`src/rtl/packed_fifo_reader_pkg.sv`:
```
// Shared constants and buffer entry type for the packed FIFO drain path.
package packed_fifo_reader_pkg;

  localparam int BUF_DEPTH = 2;
  localparam int STAT_W    = 16;
  localparam int DEF_LOGN  = 2;
  localparam int DEF_WIDTH = 36;

  typedef struct packed {
    logic [DEF_LOGN-1:0]  qid;
    logic [DEF_WIDTH-1:0] data;
  } buf_entry_t;

endpackage

```
`src/rtl/packed_fifo_reader_arb.sv`:
```
// rr_arbiter_N: round-robin arbiter; search starts at the pointer, which moves past each grant.
// SIZE must be a power of two (>= 2) so the search index wraps naturally.
module rr_arbiter_N
  import packed_fifo_reader_pkg::*;
#(
  parameter  int SIZE = 4,
  localparam int ID_W = (SIZE > 1) ? $clog2(SIZE) : 1
) (
  input  logic            clock,
  input  logic            reset,
  input  logic [SIZE-1:0] req,
  input  logic            advance,
  output logic [SIZE-1:0] grant,
  output logic [ID_W-1:0] grant_id,
  output logic            any
);

  logic [ID_W-1:0] ptr;

  always_comb begin
    grant    = '0;
    grant_id = '0;
    any      = 1'b0;
    for (int k = 0; k < SIZE; k++) begin
      logic [ID_W-1:0] idx;
      idx = ptr + ID_W'(k);
      if (!any && req[idx]) begin
        any        = 1'b1;
        grant_id   = idx;
        grant[idx] = 1'b1;
      end
    end
  end

  always_ff @(posedge clock) begin
    if (reset) begin
      ptr <= '0;
    end else if (advance && any) begin
      ptr <= grant_id + ID_W'(1);
    end
  end

endmodule

```
`src/rtl/packed_fifo_reader.sv`:
```
// packed_fifo_reader: round-robin drain of a packed multi-queue FIFO into a 2-deep valid/ready stream.
// Define PACKED_FIFO_READER_STATS_EN to add per-queue saturating read counters on read_count.
module packed_fifo_reader
  import packed_fifo_reader_pkg::*;
#(
  parameter  int logN  = 2,
  parameter  int WIDTH = 36,
  localparam int N     = 1 << logN
) (
  input  logic                 clock,
  input  logic                 reset,
  input  logic [N-1:0]         has_data,
  input  logic [N*WIDTH-1:0]   fifo_data,
  input  logic [N-1:0]         queue_mask,
  output logic                 read,
  output logic [logN-1:0]      rid,
  output logic                 out_valid,
  input  logic                 out_ready,
  output logic [WIDTH-1:0]     out_data,
  output logic [logN-1:0]      out_qid,
  output logic                 idle
`ifdef PACKED_FIFO_READER_STATS_EN
  ,
  output logic [N*STAT_W-1:0]  read_count
`endif
);

  localparam int CNT_W = $clog2(BUF_DEPTH + 1);
  localparam int PTR_W = $clog2(BUF_DEPTH);

  // Same layout as buf_entry_t, sized by this instance's parameters.
  typedef struct packed {
    logic [logN-1:0]  qid;
    logic [WIDTH-1:0] data;
  } entry_t;

  logic [N-1:0]     req;
  logic [N-1:0]     grant;
  logic [logN-1:0]  grant_id;
  logic             any;
  logic             pop;
  logic             issue;
  logic [CNT_W-1:0] count;
  logic [CNT_W-1:0] count_after_pop;
  logic [PTR_W-1:0] wr_ptr;
  logic [PTR_W-1:0] rd_ptr;
  logic [N-1:0]     sel_p1;
  logic [WIDTH-1:0] cap_word;
  logic [WIDTH-1:0] head_word [N];
  entry_t           buf_q [BUF_DEPTH];

  for (genvar i = 0; i < N; i++) begin : g_head
    assign head_word[i] = fifo_data[i*WIDTH +: WIDTH];
  end

  assign req             = has_data & queue_mask;
  assign pop             = out_valid & out_ready;
  assign count_after_pop = count - CNT_W'(pop);
  // A visible read makes the following cycle the FIFO's busy gap, so a new issue waits one cycle.
  assign issue           = ~read & (count_after_pop < CNT_W'(BUF_DEPTH)) & any;

  rr_arbiter_N #(.SIZE(N)) u_arb (
    .clock    (clock),
    .reset    (reset),
    .req      (req),
    .advance  (issue),
    .grant    (grant),
    .grant_id (grant_id),
    .any      (any)
  );

  always_comb begin
    cap_word = '0;
    for (int i = 0; i < N; i++) begin
      if (sel_p1[i]) cap_word |= head_word[i];
    end
  end

  // ---- stage p0 -> p1: arbitration registers read/rid; p1 -> buffer: capture popped head ----
  always_ff @(posedge clock) begin
    if (reset) begin
      read   <= 1'b0;
      rid    <= '0;
      sel_p1 <= '0;
      count  <= '0;
      wr_ptr <= '0;
      rd_ptr <= '0;
      for (int i = 0; i < BUF_DEPTH; i++) buf_q[i] <= '0;
    end else begin
      read   <= issue;
      sel_p1 <= issue ? grant : '0;
      if (issue) rid <= grant_id;
      if (read) begin
        buf_q[wr_ptr] <= entry_t'{qid: rid, data: cap_word};
        wr_ptr        <= wr_ptr + PTR_W'(1);
      end
      if (pop) rd_ptr <= rd_ptr + PTR_W'(1);
      count <= count + CNT_W'(read) - CNT_W'(pop);
    end
  end

  assign out_valid = (count != '0);
  assign out_data  = buf_q[rd_ptr].data;
  assign out_qid   = buf_q[rd_ptr].qid;
  assign idle      = (count == '0) && (req == '0);

`ifdef PACKED_FIFO_READER_STATS_EN
  logic [STAT_W-1:0] stat_cnt [N];

  function automatic logic [STAT_W-1:0] sat_inc(input logic [STAT_W-1:0] v);
    return (v == '1) ? v : v + STAT_W'(1);
  endfunction

  always_ff @(posedge clock) begin
    for (int i = 0; i < N; i++) begin
      if (reset) stat_cnt[i] <= '0;
      else if (sel_p1[i]) stat_cnt[i] <= sat_inc(stat_cnt[i]);
    end
  end

  for (genvar i = 0; i < N; i++) begin : g_stat
    assign read_count[i*STAT_W +: STAT_W] = stat_cnt[i];
  end
`endif

endmodule

```
`config.mk`:
```
export PLATFORM = sky130hd
export DESIGN_NAME = packed_fifo_reader
export DESIGN_NICKNAME = d
export VERILOG_FILES = /design/src/rtl/packed_fifo_reader_pkg.sv /design/src/rtl/packed_fifo_reader_arb.sv /design/src/rtl/packed_fifo_reader.sv
export SDC_FILE = /design/constraint.sdc
export NUM_CORES = 1
export LEC_CHECK = 0
export CAP_MARGIN = 20
export CORE_ASPECT_RATIO = 2
export CORE_MARGIN = 1.5
export CORE_UTILIZATION = 49
export CTS_BUF_LIST = sky130_fd_sc_hd__clkbuf_4 sky130_fd_sc_hd__clkbuf_8
export DETAILED_ROUTE_END_ITERATION = 10
export HOLD_SLACK_MARGIN = 0.08
export PLACE_DENSITY = 0.94
export SLEW_MARGIN = 5
export SYNTH_ARGS = -nofsm -noshare
export SYNTH_HDL_FRONTEND = slang
export SYNTH_HIERARCHICAL = 1
export SYNTH_SLANG_ARGS = --single-unit
```
`constraint.sdc`:
```
create_clock -name clock -period 5.9 [get_ports clock]
set_input_delay 1.475 -clock clock [delete_from_list [all_inputs] [get_ports clock]]
set_output_delay 1.475 -clock clock [all_outputs]
set_load 0.005 [all_outputs]
```
# Word-level counts from Yosys, hierarchy flattened
# Memories as Yosys holds them, arrays and structs flattened. A register that Yosys moved wholly into a read port is not among the register bits.
# Cells that the tools add are included.
[word_totals]
regBits = 13
latchBits = 0
ramBits = 76
mem_bits_ro = 0
inputBits = 155
output_inout_bits = 43
wordCells = 97
mem_count = 1
[memory_table]
columns = ["name", "depth", "width", "read_ports", "rd_clocked_by_memory_dff", "write_ports", "line_no", "text"]
rows = [
  ["buf_q", 2, 38, 1, 1, 2, "packed_fifo_reader.sv:50", "entry_t buf_q [BUF_DEPTH];"],
]
[op_classes]
add_sub_neg = 9
multipliers = 0
div = 0
magnitude_cmp = 9
n_eq_ne = 0
n_shift = 0
mux = 42
bitwise_logic = 12
reduce_logical = 17
[ops]
columns = ["op", "n"]
rows = [
  ["2-to-1 mux 36 bit", 4],
  ["bitwise OR 36 bit", 3],
  ["2-to-1 mux 38 bit", 1],
  ["OR reduction 38 bit", 1],
  ["2-to-1 mux 1 bit", 21],
  ["2-to-1 mux 4 bit", 4],
  ["less-than comparator 2 x 3 -> 1 bit (second input constant)", 4],
  ["bitwise OR 4 bit", 3],
  ["logical AND 1 bit", 9],
  ["binary-select mux 1 bit (select 2 bit)", 4],
  ["demux 1 bit (select 2 bit)", 4],
  [">= comparator 2 x 1 -> 1 bit (second input constant)", 4],
  ["2-to-1 mux 2 bit", 4],
  ["adder 2 x 1 -> 2 bit (second input constant)", 2],
  ["adder 2 bit (second input constant)", 2],
  ["AND 4 bit", 1],
  ["zero test 4 bit", 1],
  ["subtractor 2 x 1 -> 2 bit", 2],
  ["AND 1 bit", 3],
  ["zero test 1 bit", 3],
  ["adder 1 bit (second input constant)", 2],
  ["adder 2 x 1 -> 2 bit", 1],
  ["zero test 2 bit", 1],
  ["less-than comparator 2 bit (second input constant)", 1],
  ["3 further kinds", 4],
]

# Longest topological paths before layout
[depth]
ltp_word = 16
mapped_depth = 10
ltp_nobuf = 8

# Cells and area by module
# The synthesis kept the hierarchy.
[by_module_without_submodules]
columns = ["mod", "instances", "cells_each", "area_per_inst_um2", "seq_area_each_um2"]
rows = [
  ["packed_fifo_reader", 1, 344, 4495.6, 2522.4],
  ["rr_arbiter_N", 1, 64, 565.5, 40.0],
]

# Least setup slack after synthesis
# Ideal clock, no wire load.
[synth_timing]
path_type = "input-to-reg"
from = "input has_data[0]"
to = "register u_arb.ptr[1]"
setup_ns = 0.103
arrival_ns = 3.580
t_required_ns = 5.797
path_slack_ns = 2.217
path_stages = 7
path_buffers = 0
cell_sequence = "and2_1 mux4_1 or4_4 nor3b_2 and2_4 and4_4 a2111oi_2"
[synth_via]
elab_chain_cells = 15
[synth_lines]
columns = ["item", "line_no", "text"]
rows = [
  ["start: declaration", "packed_fifo_reader.sv:12", "input logic [N-1:0] has_data,"],
  ["AND 4 bit *", "packed_fifo_reader.sv:56", "assign req = has_data & queue_mask;"],
  ["binary-select mux 1 bit (select 2 bit)", "packed_fifo_reader_arb.sv:27", "if (!any && req[idx]) begin"],
  ["2-to-1 mux 1 bit (not written as such)", "packed_fifo_reader_arb.sv:27", ""],
  ["2-to-1 mux 1 bit", "packed_fifo_reader_arb.sv:27", ""],
  ["zero test 1 bit", "packed_fifo_reader_arb.sv:27", ""],
  ["logical AND 1 bit", "packed_fifo_reader_arb.sv:27", ""],
  ["2-to-1 mux 1 bit", "packed_fifo_reader_arb.sv:27", ""],
  ["zero test 1 bit", "packed_fifo_reader_arb.sv:27", ""],
  ["logical AND 1 bit", "packed_fifo_reader_arb.sv:27", ""],
  ["2-to-1 mux 1 bit", "packed_fifo_reader_arb.sv:27", ""],
  ["zero test 1 bit", "packed_fifo_reader_arb.sv:27", ""],
  ["logical AND 1 bit", "packed_fifo_reader_arb.sv:27", ""],
  ["2-to-1 mux 1 bit *", "packed_fifo_reader_arb.sv:27", ""],
  ["named net any", "packed_fifo_reader.sv:40", "logic any;"],
  ["AND 1 bit *", "packed_fifo_reader.sv:60", "assign issue = ~read & (count_after_pop < CNT_W'(BUF_DEPTH)) & any;"],
  ["named net issue", "packed_fifo_reader.sv:42", "logic issue;"],
  ["logical AND 1 bit *", "packed_fifo_reader_arb.sv:38", "end else if (advance && any) begin"],
  ["end signal: assignment", "packed_fifo_reader_arb.sv:39", "ptr <= grant_id + ID_W'(1);"],
  ["end: declaration", "packed_fifo_reader_arb.sv:18", "logic [ID_W-1:0] ptr;"],
]
# Mark *: on every way through the listed nets, which the timed path passes. The rest lies on a longest branch. The select of a mux whose other input is x is not followed.
# A chain may end at the register's enable or synchronous reset.

# Worst setup path in the final report
[layout_timing]
from = "input has_data[3]"
to = "output idle"
[layout_via]
elab_chain_cells = 3
[layout_lines]
columns = ["item", "line_no", "text"]
rows = [
  ["AND 4 bit", "packed_fifo_reader.sv:56", ""],
  ["named net req[3]", "packed_fifo_reader.sv:37", "logic [N-1:0] req;"],
  ["zero test 4 bit", "packed_fifo_reader.sv:105", "assign idle = (count == '0) && (req == '0);"],
  ["logical AND 1 bit", "packed_fifo_reader.sv:105", ""],
  ["end: declaration", "packed_fifo_reader.sv:21", "output logic idle"],
]
# The timed path passes the listed nets, and every way through them passes these cells.

==> summary.md <==
| Metric | Value |
|---|---|
| Status | `completed` |
| Logic pwr share | `44.3%` |
| Fill cell count | `713` |
| Setup TNS | `0 ns` |
| CP top delay family | `buffers and inverters` |
| Clock Sinks | `90` |
| Synth top cells by count | `nor2_1, edfxtp_1, mux2_2, a22o_1, a221oi_2` |
| Worst-Skew Late Latency | `0.37 ns` |
| Worst min path class | `reg -> reg` |
| Minimum clock period | `4.602 ns` |
| Die width | `74.87 um` |
| Post-Syn Area per Cell | `12.40 sq um` |
| CTS Buf Count | `9` |
| DR vias | `4,215` |
| Post-synth top area cell | `edfxtp_1` |
| Final nets | `749` |
| Kind of critical path | `in -> out` |
| Final Worst Setup Slack | `approximately 1.3 ns` |
| Worst r2r dst | `u_arb/ptr[1]` |
| Crit-path slowest cell | `clkdlybuf4s50_1` |
| Die area | `10,980 sq um` |
| H-tree depth | `3` |
| Place WS | `between 1 and 1.5 ns` |
| Cell Area, Synth | `5061 sq um` |
| Antenna Cells | `0` |
| Post-synthesis cell type count | `45` |
| # rows | `52` |
| Ports | `198` |
| Arr. time, crit path | `3.13 ns` |
| Area growth syn-to-layout | `44.60%` |
| Post-CTS setup buffer count | `0` |
| Clock transition at the registers of the reported paths | `about 0.08 ns` |
| Max Root-Sink Buffers | `2` |
| Max incr delay on CP | `0.54 ns` |
| Leak Pwr | `around 0.0026 uW` |
| Slew HR | `about a quarter` |
| Fin Clk Skew | `0.01472 ns` |
| Top cell by count, worst path | `clkdlybuf4s50_1` |
| RSZ-0062 raised after global routing | `false` |
| Worst-path cell chain | `clkdlybuf4s50_1 > and2_1 > or2_2 > nor4_1 > clkdlybuf4s50_1` |
| Final WL | `14.70 mm` |
| Cell area power density | `364.9 nW/um^2` |
| Core area | `10,080 sq um` |
| Hold EP | `rid[1]` |
| Max-slew violations | `0` |
| Yosys warns | `6` |
| GPL Wtd Cong | `0.8509` |
| CP startpoint kind | `input port` |
| Iter 0 DRT Violations | `311` |
| Gr ovfl total | `0` |
| FFs w/ async S/R, synth | `0%` |
| Worst-Margin Slew | `1.142 ns` |
| Residual DRC | `0` |
| Initial antenna violation count | `0` |
| Synth Instances | `408` |
| Routed Antenna Nets | `0` |
| RR Startpoint | `u_arb/ptr[0]` |
| Area share of the largest cell type after synthesis | `45.09%` |
| Largest net degree at the start of global routing | `40` |
| Crit. End Element | `output port` |
| Top-count cell post-synth | `nor2_1` |
| CTS tree | `done` |
| Vias per std cell | `about 5.8` |
| Sequential Power Share | `37.1%` |
| CP startpoint | `has_data[3]` |
| Placed cells | `709` |
| Maximum VDD drop | `0.3100 mV` |
| Reg2Reg Depth | `8` |
| Clock power share | `18.6%` |
| Setup slack, reg-to-reg | `2.47 ns` |
| Setup violations, final | `0` |
| Layout cell share with drive strength beyond 1 | `around a fifth` |
| # port buffers | `197` |
| Switching part of the total | `around a third` |
| Final period utilization | `about 78%` |
| Fmax | `0.2173 GHz` |
| Sequential element share of the synthesized area | `slightly above 50%` |
| HP Start | `rid[1]` |
| Non-Filler Instances | `726` |
| Post-DP HPWL | `10.77 mm` |
| Critical path data required time | `4.43 ns` |
| Hold Buf Count CTS | `0` |
| Resized Gates After CTS | `0` |
| Post-synth EDFFs | `76` |
| Crit Path Max Fanout | `9` |
| Yosys reg bits | `90` |
| Final hold vios | `0` |
| Synthesized net count | `571` |
| GRT Util Overall | `a little over a quarter` |
| Root buffer cell | `clkbuf_8` |
| Psw | `895.0 uW` |
| Hold depth | `2` |
| Ranking of synthesized cells by area | `edfxtp_1, a221oi_2, mux2_2` |
| Internal Power | `between 1500 and 2000 uW` |
| Drt wl/cell | `20.25 um` |
| Final core utilization | `approximately 73%` |
| Critical path buffers and inverters | `2` |
| Number of max-cap violations | `0` |
| Die Y | `146.7 um` |
| DR pass1 iterations | `4` |
| Global-route wire length before repair | `21.77 mm` |
| Initial core utilization | `50.19%` |
| Number of global-route vias before repair | `4,554` |
| Top_reg_cell synth | `edfxtp_1` |
## cell families (layout without fill, tap and decap cells)
kind of cell             Yosys count  in the layout  synth area share, %
AND/OR/NAND/NOR                  122            122                11.00
AO/OA/AOI/OAI                     93             93                19.63
flip-flops                        90             90                50.63
multiplexers                      47             47                11.37
buffers and inverters             43            226                4.376
adder cells (fa/ha/maj)            8              8                1.978
XOR/XNOR                           5              5                1.014
## flip-flops by register name (all words and copies together) (netlist names), named ones only
| signal | count |
|---|---|
| buf_q | 76 |
| sel_p1 | 4 |
| count | 2 |
| rid | 2 |
| u_arb/ptr | 2 |
| rd_ptr | 1 |
| read | 1 |
| wr_ptr | 1 |
## tightest hold or removal path, cell delays in order (launching register included)
cell and delay [ns]:
dfxtp_1 0.33, nand2_1 0.06, mux2i_1 0.05
## power by group through the flow
stage / combinational, uW / clock [uW] / sequential [uW]
after floorplan: 781 / 0 / 885
after global placement: 1110 / 0 / 997
after detailed placement: 1160 / 0 / 1010
after CTS: 1170 / 503 / 1000
after global routing: 1260 / 523 / 1010
final: 1180 / 497 / 990
## cells in the final DEF (no fill, tap or decap), drive strengths merged, types with 4 or more instances in the layout
cell type / synthesis / final
mux4: 4 / 4
clkdlybuf4s50: 0 / 197
nand2: 9 / 9
a221o: 4 / 4
mux2: 38 / 38
mux2i: 5 / 5
a22o: 36 / 36
a22oi: 5 / 5
ha: 8 / 8
dfxtp: 14 / 14
clkbuf: 6 / 9
inv: 10 / 11
and2: 10 / 10
edfxtp: 76 / 76
a221oi: 39 / 39
nor2: 88 / 88
xnor2: 4 / 4
## final cells by class
cell class	count	area [sq um]	area share (%)
clock inverters	7	116.4	1.590
flip-flops and latches	90	2566	35.07
repair buffers	200	2014	27.53
clock buffers	9	123.9	1.693
well taps	135	168.9	2.308
multi-input cells	275	2291	31.30
inverters	10	37.54	0.5129
## routing by layer
layer / track usage, % / wire length [um]
met5: 0 / 0
met4: 15.00 / 667
met3: 3.909 / 746
met2: 49.96 / 8473
met1: 26.62 / 4811
## worst max-delay path by stage
| stage | end | slack [ns] | cells past startpoint |
|---|---|---|---|
| final | idle | 1.30 | 5 |
| after global routing | idle | 1.16 | 5 |
| after CTS | idle | 1.28 | 5 |
| after detailed placement | idle | 1.31 | 5 |
| after global placement | idle | 1.31 | 5 |
| after floorplan | u_arb/ptr[1] | 2.22 | 7 |
## per-stage QoR
step	hold WS, ns	area (sq um)	power, uW
after CTS	0.4875	7291	2671
after global routing	0.5307	7318	2792
final	0.4818	7318	2671
after detailed placement	0.4732	7051	2170
after floorplan	0.4640	5061	1667
after global placement	0.4809	7051	2102
No activity file was read; power rests on OpenSTA's default activity.
